$ cat config.mk
export PLATFORM = sky130hd
export DESIGN_NAME = ls_store_buffer_flat
export DESIGN_NICKNAME = d
export VERILOG_FILES = /design/src/rtl/ls_store_buffer_pkg.sv /design/src/rtl/ls_store_buffer_if.sv /design/src/rtl/ls_store_buffer_align.sv /design/src/rtl/ls_store_buffer.sv /design/src/flat_wrapper.sv
export SDC_FILE = /design/constraint.sdc
export NUM_CORES = 2
export LEC_CHECK = 0
export CORE_ASPECT_RATIO = 1.25
export CORE_MARGIN = 3
export CORE_UTILIZATION = 45
export CTS_CLUSTER_SIZE = 20
export DETAILED_ROUTE_END_ITERATION = 6
export PLACE_DENSITY = 0.69
export SETUP_SLACK_MARGIN = 0.5
export SLEW_MARGIN = 0
export SYNTH_ARGS = -nofsm -noshare
export SYNTH_HDL_FRONTEND = slang
export SYNTH_HIERARCHICAL = 1
export SYNTH_SLANG_ARGS = --single-unit
$ cat constraint.sdc
create_clock -name clk -period 7.5 [get_ports clk]
set_input_delay 1.5 -clock clk [delete_from_list [all_inputs] [get_ports clk]]
set_output_delay 1.5 -clock clk [all_outputs]
set_load 0.05 [all_outputs]
$ cat src/rtl/ls_store_buffer_pkg.sv
// Shared types and helpers for the post-commit store buffer: memop codes,
// byte-lane mask generation and the buffer entry record.
package ls_store_buffer_pkg;

  localparam logic [2:0] MEMOP_SB  = 3'b000;
  localparam logic [2:0] MEMOP_SH  = 3'b001;
  localparam logic [2:0] MEMOP_SW  = 3'b010;
  localparam logic [2:0] MEMOP_SD  = 3'b011;
  localparam logic [2:0] MEMOP_LB  = 3'b000;
  localparam logic [2:0] MEMOP_LH  = 3'b001;
  localparam logic [2:0] MEMOP_LW  = 3'b010;
  localparam logic [2:0] MEMOP_LD  = 3'b011;
  localparam logic [2:0] MEMOP_LBU = 3'b100;
  localparam logic [2:0] MEMOP_LHU = 3'b101;
  localparam logic [2:0] MEMOP_LWU = 3'b110;

  typedef struct packed {
    logic        valid;
    logic [63:0] addr;
    logic [63:0] data;
    logic [7:0]  mask;
  } sb_entry_t;

  // Bit 2 only selects load sign handling, so it never changes the size.
  function automatic logic [7:0] size_mask(input logic [2:0] memop, input logic [2:0] off);
    logic [15:0] m;
    case (memop)
      3'b000, 3'b100: m = 16'h0001;
      3'b001, 3'b101: m = 16'h0003;
      3'b010, 3'b110: m = 16'h000F;
      default:        m = 16'h00FF;
    endcase
    m = m << off;
    return m[7:0];
  endfunction

  function automatic logic [63:0] byte_expand(input logic [7:0] m);
    logic [63:0] r;
    for (int b = 0; b < 8; b++) r[8*b +: 8] = {8{m[b]}};
    return r;
  endfunction

endpackage

$ cat src/rtl/ls_store_buffer_if.sv
// Store-request, load-lookup and memory-write ports of the store buffer.
// Handshakes: a transfer happens on a rising edge where valid and ready are both 1;
// valid never waits on ready, and a presented write holds still until it transfers.
interface ls_store_buffer_if #(
  parameter int XLEN  = 64,
  parameter int DEPTH = 4
);
  logic                     st_valid_i;
  logic                     st_ready_o;
  logic [XLEN-1:0]          st_addr_i;
  logic [XLEN-1:0]          st_data_i;
  logic [2:0]               st_memop_i;
  logic                     st_misalign_o;
  logic                     ld_valid_i;
  logic [XLEN-1:0]          ld_addr_i;
  logic [2:0]               ld_memop_i;
  logic [XLEN-1:0]          fwd_data_o;
  logic [7:0]               fwd_mask_o;
  logic                     fwd_full_o;
  logic                     ld_stall_o;
  logic                     mem_wvalid_o;
  logic                     mem_wready_i;
  logic [XLEN-1:0]          mem_waddr_o;
  logic [XLEN-1:0]          mem_wdata_o;
  logic [7:0]               mem_wmask_o;
  logic                     empty_o;
  logic [$clog2(DEPTH):0]   count_o;

  modport slave (
    input  st_valid_i, st_addr_i, st_data_i, st_memop_i,
    input  ld_valid_i, ld_addr_i, ld_memop_i, mem_wready_i,
    output st_ready_o, st_misalign_o, fwd_data_o, fwd_mask_o, fwd_full_o, ld_stall_o,
    output mem_wvalid_o, mem_waddr_o, mem_wdata_o, mem_wmask_o, empty_o, count_o
  );

  modport master (
    output st_valid_i, st_addr_i, st_data_i, st_memop_i,
    output ld_valid_i, ld_addr_i, ld_memop_i, mem_wready_i,
    input  st_ready_o, st_misalign_o, fwd_data_o, fwd_mask_o, fwd_full_o, ld_stall_o,
    input  mem_wvalid_o, mem_waddr_o, mem_wdata_o, mem_wmask_o, empty_o, count_o
  );
endinterface

$ cat src/rtl/ls_store_buffer_align.sv
// Places a right-justified access into its dword byte lanes and flags
// accesses that are not naturally aligned.
module ls_store_align
  import ls_store_buffer_pkg::*;
(
  input  logic [2:0]  memop,
  input  logic [2:0]  off,
  input  logic [63:0] data,
  output logic [63:0] lane_data,
  output logic [7:0]  mask,
  output logic        misalign
);

  always_comb begin
    mask      = size_mask(memop, off);
    // Bytes outside the mask are zeroed so entries never carry stale lanes.
    lane_data = (data << {off, 3'b000}) & byte_expand(mask);
    case (memop[1:0])
      2'd0:    misalign = 1'b0;
      2'd1:    misalign = off[0];
      2'd2:    misalign = (off[1:0] != 2'd0);
      default: misalign = (off != 3'd0);
    endcase
  end

endmodule

$ cat src/rtl/ls_store_buffer.sv
// DEPTH-entry in-order store buffer of dword-aligned byte-masked stores with
// youngest-first byte forwarding to loads and optional coalescing.
module ls_store_buffer
  import ls_store_buffer_pkg::*;
#(
  parameter int XLEN     = 64,
  parameter int DEPTH    = 4,
  parameter int COALESCE = 1
) (
  input logic              clk,
  input logic              rst_n,
  ls_store_buffer_if.slave sb
);

  localparam int PW = $clog2(DEPTH);
  localparam int CW = PW + 1;

  sb_entry_t       ent [DEPTH];
  logic [PW-1:0]   head, tail, young, fi;
  logic [CW-1:0]   count;
  logic [63:0]     st_lane, ld_lane, merged;
  logic [7:0]      st_mask, ld_raw, req_mask, cov, fmask;
  logic            st_mis, ld_mis, full, empty, pop, coal_hit, st_ready;
  logic            accept, enq, coal, fwd_full;
  logic [XLEN-1:0] st_dword, ld_dword;

  ls_store_align u_st_align (
    .memop(sb.st_memop_i), .off(sb.st_addr_i[2:0]), .data(sb.st_data_i),
    .lane_data(st_lane), .mask(st_mask), .misalign(st_mis)
  );

  // Feeding all-ones turns the lane output into the byte-expanded request mask.
  ls_store_align u_ld_align (
    .memop(sb.ld_memop_i), .off(sb.ld_addr_i[2:0]), .data('1),
    .lane_data(ld_lane), .mask(ld_raw), .misalign(ld_mis)
  );

  assign st_dword = {sb.st_addr_i[XLEN-1:3], 3'b000};
  assign ld_dword = {sb.ld_addr_i[XLEN-1:3], 3'b000};
  assign young    = tail - 1'b1;
  assign full     = (count == CW'(DEPTH));
  assign empty    = (count == '0);
  assign pop      = !empty && sb.mem_wready_i;

  // count >= 2 keeps the youngest entry distinct from the head being presented.
  assign coal_hit = (COALESCE != 0) && sb.st_valid_i && !st_mis &&
                    (count >= CW'(2)) && (ent[young].addr == st_dword);
  assign st_ready = !full || pop || coal_hit;
  assign accept   = sb.st_valid_i && st_ready && !st_mis;
  assign enq      = accept && !coal_hit;
  assign coal     = accept && coal_hit;

  always_ff @(posedge clk or negedge rst_n) begin
    if (!rst_n) begin
      for (int i = 0; i < DEPTH; i++) ent[i] <= '0;
      head  <= '0;
      tail  <= '0;
      count <= '0;
    end else begin
      if (pop) begin
        ent[head].valid <= 1'b0;
        head            <= head + 1'b1;
      end
      // When full, head == tail: this write must land after the pop clear.
      if (enq) begin
        ent[tail] <= '{valid: 1'b1, addr: st_dword, data: st_lane, mask: st_mask};
        tail      <= tail + 1'b1;
      end
      if (coal) begin
        ent[young].data <= (ent[young].data & ~byte_expand(st_mask)) | st_lane;
        ent[young].mask <= ent[young].mask | st_mask;
      end
      case ({enq, pop})
        2'b10:   count <= count + 1'b1;
        2'b01:   count <= count - 1'b1;
        default: ;
      endcase
    end
  end

  // Walking oldest to youngest lets younger bytes overwrite older ones.
  always_comb begin
    cov    = '0;
    merged = '0;
    fi     = '0;
    for (int i = 0; i < DEPTH; i++) begin
      fi = head + PW'(i);
      if (ent[fi].valid && (ent[fi].addr == ld_dword)) begin
        for (int b = 0; b < 8; b++) begin
          if (ent[fi].mask[b]) begin
            cov[b]         = 1'b1;
            merged[8*b +: 8] = ent[fi].data[8*b +: 8];
          end
        end
      end
    end
  end

  assign req_mask = ld_mis ? 8'h00 : ld_raw;
  assign fmask    = cov & req_mask;
  assign fwd_full = sb.ld_valid_i && (req_mask != 8'h00) && ((req_mask & ~fmask) == 8'h00);

  assign sb.fwd_mask_o    = sb.ld_valid_i ? fmask : 8'h00;
  assign sb.fwd_data_o    = (sb.ld_valid_i && !ld_mis) ? (merged & ld_lane) : '0;
  assign sb.fwd_full_o    = fwd_full;
  assign sb.ld_stall_o    = sb.ld_valid_i && (fmask != 8'h00) && !fwd_full;

  assign sb.st_ready_o    = st_ready;
  assign sb.st_misalign_o = sb.st_valid_i && st_mis;

  assign sb.mem_wvalid_o  = !empty;
  assign sb.mem_waddr_o   = empty ? '0 : ent[head].addr;
  assign sb.mem_wdata_o   = empty ? '0 : ent[head].data;
  assign sb.mem_wmask_o   = empty ? 8'h00 : ent[head].mask;
  assign sb.empty_o       = empty;
  assign sb.count_o       = count;

endmodule

$ cat src/flat_wrapper.sv
// flat-port wrapper written by rule: the top's interface ports become plain ports
module ls_store_buffer_flat import ls_store_buffer_pkg::*;
#(
  parameter int XLEN     = 64,
  parameter int DEPTH    = 4,
  parameter int COALESCE = 1
)
  (clk, rst_n, sb_st_valid_i, sb_st_addr_i, sb_st_data_i, sb_st_memop_i, sb_ld_valid_i, sb_ld_addr_i, sb_ld_memop_i, sb_mem_wready_i, sb_st_ready_o, sb_st_misalign_o, sb_fwd_data_o, sb_fwd_mask_o, sb_fwd_full_o, sb_ld_stall_o, sb_mem_wvalid_o, sb_mem_waddr_o, sb_mem_wdata_o, sb_mem_wmask_o, sb_empty_o, sb_count_o);
  ls_store_buffer_if #(.XLEN(XLEN), .DEPTH(DEPTH)) sb_i ();
  input logic clk;
  input logic rst_n;
  input wire logic [$bits(sb_i.st_valid_i)-1:0] sb_st_valid_i;
  input wire logic [$bits(sb_i.st_addr_i)-1:0] sb_st_addr_i;
  input wire logic [$bits(sb_i.st_data_i)-1:0] sb_st_data_i;
  input wire logic [$bits(sb_i.st_memop_i)-1:0] sb_st_memop_i;
  input wire logic [$bits(sb_i.ld_valid_i)-1:0] sb_ld_valid_i;
  input wire logic [$bits(sb_i.ld_addr_i)-1:0] sb_ld_addr_i;
  input wire logic [$bits(sb_i.ld_memop_i)-1:0] sb_ld_memop_i;
  input wire logic [$bits(sb_i.mem_wready_i)-1:0] sb_mem_wready_i;
  output wire logic [$bits(sb_i.st_ready_o)-1:0] sb_st_ready_o;
  output wire logic [$bits(sb_i.st_misalign_o)-1:0] sb_st_misalign_o;
  output wire logic [$bits(sb_i.fwd_data_o)-1:0] sb_fwd_data_o;
  output wire logic [$bits(sb_i.fwd_mask_o)-1:0] sb_fwd_mask_o;
  output wire logic [$bits(sb_i.fwd_full_o)-1:0] sb_fwd_full_o;
  output wire logic [$bits(sb_i.ld_stall_o)-1:0] sb_ld_stall_o;
  output wire logic [$bits(sb_i.mem_wvalid_o)-1:0] sb_mem_wvalid_o;
  output wire logic [$bits(sb_i.mem_waddr_o)-1:0] sb_mem_waddr_o;
  output wire logic [$bits(sb_i.mem_wdata_o)-1:0] sb_mem_wdata_o;
  output wire logic [$bits(sb_i.mem_wmask_o)-1:0] sb_mem_wmask_o;
  output wire logic [$bits(sb_i.empty_o)-1:0] sb_empty_o;
  output wire logic [$bits(sb_i.count_o)-1:0] sb_count_o;
  assign sb_i.st_valid_i = sb_st_valid_i;
  assign sb_i.st_addr_i = sb_st_addr_i;
  assign sb_i.st_data_i = sb_st_data_i;
  assign sb_i.st_memop_i = sb_st_memop_i;
  assign sb_i.ld_valid_i = sb_ld_valid_i;
  assign sb_i.ld_addr_i = sb_ld_addr_i;
  assign sb_i.ld_memop_i = sb_ld_memop_i;
  assign sb_i.mem_wready_i = sb_mem_wready_i;
  assign sb_st_ready_o = sb_i.st_ready_o;
  assign sb_st_misalign_o = sb_i.st_misalign_o;
  assign sb_fwd_data_o = sb_i.fwd_data_o;
  assign sb_fwd_mask_o = sb_i.fwd_mask_o;
  assign sb_fwd_full_o = sb_i.fwd_full_o;
  assign sb_ld_stall_o = sb_i.ld_stall_o;
  assign sb_mem_wvalid_o = sb_i.mem_wvalid_o;
  assign sb_mem_waddr_o = sb_i.mem_waddr_o;
  assign sb_mem_wdata_o = sb_i.mem_wdata_o;
  assign sb_mem_wmask_o = sb_i.mem_wmask_o;
  assign sb_empty_o = sb_i.empty_o;
  assign sb_count_o = sb_i.count_o;
  ls_store_buffer #(.XLEN(XLEN), .DEPTH(DEPTH), .COALESCE(COALESCE)) u_core (.clk(clk), .rst_n(rst_n), .sb(sb_i));
endmodule
==> impl_metrics.json <==
{
  "rows": 140,
  "multi_input_area_mm2": 0.0382,
  "die_h_um": 390,
  "avgViaCountPerCell": 6.73,
  "reg2reg_depth": 15,
  "rsz0062_at_grt": "yes",
  "crit_required_ns": 6.00,
  "dp_cells": 6458,
  "cts_buffers": 68,
  "postLayoutCellArea_mm2": 0.0634,
  "die_w_um": 313,
  "synth-seq-cells": 555,
  "min_period_over_period": 0.932,
  "hold_depth": 1,
  "ant_nets": 0,
  "gp_congestion": 1.02,
  "synth_common_cells": "mux2i_1 (672), mux4_2 (596), dfrtp_1 (555)",
  "post-route-drc-count": 0,
  "portBuffers": 417,
  "grt_max_degree": 161,
  "p_leak_nw": 23.0,
  "drt_wl_total_mm": 209,
  "hp-start": "u_core/sb.count_o[2]",
  "clock_skew_ns": 0.0431,
  "drv_slew": 0,
  "cap_violations": 0,
  "die_area_mm2": 0.122,
  "slew_headroom": 0.127,
  "post-synth-top-area-fraction": 0.262,
  "antenna_found_initial": 19,
  "grt_use_total": 0.337,
  "ios": 420,
  "yosysSeqAreaShare": 0.262,
  "coreArea_mm2": 0.117,
  "hold_viol_final": 0,
  "num_vias": 44400,
  "grt_pass1_vias": 43400,
  "syn_to_final_growth_pct": 19.6,
  "status": "finished clean",
  "yosys_most_used_dff": "dfrtp_1",
  "layout.nets": 5197,
  "yosysUniqueCellTypes": 98,
  "cts_root_buf": "clkbuf_16",
  "htreeDepth": 3,
  "avgRoutedWirePerCell_um": 31.7,
  "hold_buffers": 0,
  "synth.area.top_cells": "dfrtp_1 (26%), mux4_2 (25%), mux2i_1 (13%)",
  "syn_inst": 4582,
  "insertion_delay_ns": 0.66,
  "post-synth-top-count-cell": "mux2i_1",
  "placed_area_mm2": 0.0606,
  "final_layout_size_suffix_gt1_frac": 0.291,
  "arrival_ns": 5.49,
  "max_slew.worst_pin.slew_ns": 1.31,
  "clkTransAtPathRegs_ns": 0.06,
  "drt_iter0_markers": 5261,
  "fillers": 10100,
  "p_total_mw": 31.5,
  "crit_type": "flop to output port",
  "cts_tree": "built",
  "finalSetupViolCount": 0,
  "synth-edff-count": 0,
  "cp-end-kind": "output port",
  "seq_area_mm2": 0.0139,
  "syn-cell-area_mm2": 0.0530,
  "synthArstFlopShare": 1.00,
  "fin_cells": 6601,
  "grt_pass1_wl_mm": 305,
  "worst_setup_path_start_kind": "flop",
  "hold_path.class": "flop to flop",
  "cp_max_fo": 8,
  "firstDrtPassIters": 7,
  "r2r_start": "u_core/tail[0]",
  "max_freq_ghz": 0.143,
  "globalRouteOverflowTotal": 0,
  "cts_sinks": 555,
  "dpl.hpwl_mm": 153,
  "power_per_cell_area_mw_per_mm2": 497,
  "setup_tns_ns": 0,
  "avgSynthCellArea_um2": 11.6,
  "synth.largest_area_cell": "dfrtp_1",
  "clockBufferDepth": 3,
  "initial_core_util": 0.454,
  "rrSetupSlack_ns": 1.65,
  "ir_drop_mv": 0.539,
  "yosysWarnings": 6,
  "setup_slack_ns": 0.507,
  "min_to": "u_core/sb.count_o[2]",
  "pre_cts_slack_ns": 0.402,
  "period_needed_ns": 6.99
}
==> layout make-up <==
type / instances / area share
antenna: 9 / 0.000355
clock buffer: 97 / 0.0319
clock inverter: 21 / 0.00387
inverter: 66 / 0.00391
multi-input combinational: 3686 / 0.603
sequential: 555 / 0.219
tap: 1562 / 0.0308
timing repair buffer: 605 / 0.107
==> layout by cell type (no fill, tap or decap), types with 11 or more instances in the layout <==
cell type | synthesis | layout
nor3_1 | 13 | 11
nand2b_1 | 48 | 48
clkbuf_8 | 1 | 15
clkinv_2 | 0 | 11
a21oi_4 | 0 | 64
nand3_1 | 84 | 84
nand2_1 | 263 | 262
buf_4 | 63 | 152
o22a_1 | 32 | 32
mux2_2 | 327 | 327
o21ai_1 | 62 | 61
inv_1 | 66 | 65
nor2b_1 | 68 | 67
a21boi_1 | 26 | 26
o211a_1 | 16 | 16
conb_1 | 1 | 148
nand4_1 | 58 | 58
buf_12 | 7 | 103
clkbuf_16 | 0 | 71
xnor2_1 | 224 | 212
a22oi_1 | 41 | 41
a2bb2oi_1 | 12 | 12
clkdlybuf4s50_1 | 0 | 329
nand3b_1 | 66 | 66
and2_1 | 196 | 192
clkbuf_1 | 147 | 11
mux4_2 | 596 | 596
nor2_1 | 110 | 103
dfrtp_1 | 555 | 552
xor2_1 | 48 | 48
xnor2_2 | 0 | 12
a21oi_1 | 262 | 198
mux4_1 | 23 | 23
o21ai_0 | 54 | 54
nor4_1 | 21 | 17
o22ai_1 | 27 | 27
mux2i_1 | 672 | 669
==> cell families (layout without fill, tap and decap cells) <==
kind of cell             Yosys count  in the layout  share of synthesized area
multiplexers                    1619           1619                      0.462
AND/OR/NAND/NOR                 1000           1000                      0.104
AO/OA/AOI/OAI                    635            635                     0.0761
flip-flops                       555            555                      0.262
buffers and inverters            488            789                     0.0486
XOR/XNOR                         272            272                     0.0450
adder cells (fa/ha/maj)           12             12                    0.00297
other                              1            157                  0.0000708
==> worst max-delay path, stage by stage (launching register included) <==
cell	delay (ns)
dfrtp_4	0.55
inv_1	0.12
ha_4	0.35
buf_12	0.14
buf_4	0.20
mux4_2	0.33
xnor2_1	0.52
nand4_1	0.17
nor4_1	0.32
buf_4	0.19
nand3_1	0.20
or4b_2	0.70
o41a_1	0.23
a32oi_1	0.23
nand4_1	0.21
o311a_4	0.20
buf_4	0.19
==> through the flow <==
step                utilization  hold slack, ns
floorplan                     -           0.472
finish                    0.543           0.535
detailed placement        0.520           0.533
global placement          0.520           0.528
CTS                       0.542           0.542
global route              0.543           0.563
==> routing by layer <==
| layer | routed length, um | global-route usage | part of all wire |
|---|---|---|---|
| met2 | 98500 | 0.538 | 0.47 |
| met1 | 73400 | 0.405 | 0.35 |
| met4 | 18800 | 0.246 | 0.090 |
| met3 | 18400 | 0.0694 | 0.088 |
| met5 | 126 | 0 | 0.00060 |
==> where the power goes <==
part | switching (mW) | leakage (nW) | internal (mW)
Sequential | 2.03 | 7.05 | 4.31
Clock | 1.41 | 1.12 | 2.05
Combinational | 11.7 | 14.8 | 10.0
==> worst max path at each step <==
stage / startpoint / slack [ns] / to
after floorplan: u_core/head[1] / 0.52 / sb_fwd_mask_o[0]
after global placement: sb_ld_addr_i[8] / 0.45 / sb_fwd_data_o[12]
after detailed placement: sb_ld_addr_i[40] / 0.40 / sb_fwd_data_o[63]
after CTS: u_core/head[1] / 0.51 / sb_fwd_data_o[1]
after global routing: u_core/head[0] / 0.44 / sb_ld_stall_o
final: u_core/head[0] / 0.51 / sb_ld_stall_o
==> timing repair <==
item                       4_1_cts  5_1_grt
gates cloned                     1        0
pin swaps                        6        1
setup endpoints to repair       74       40
resized for setup               31       17
setup buffers                   15        0
No activity file was read; power rests on OpenSTA's default activity.
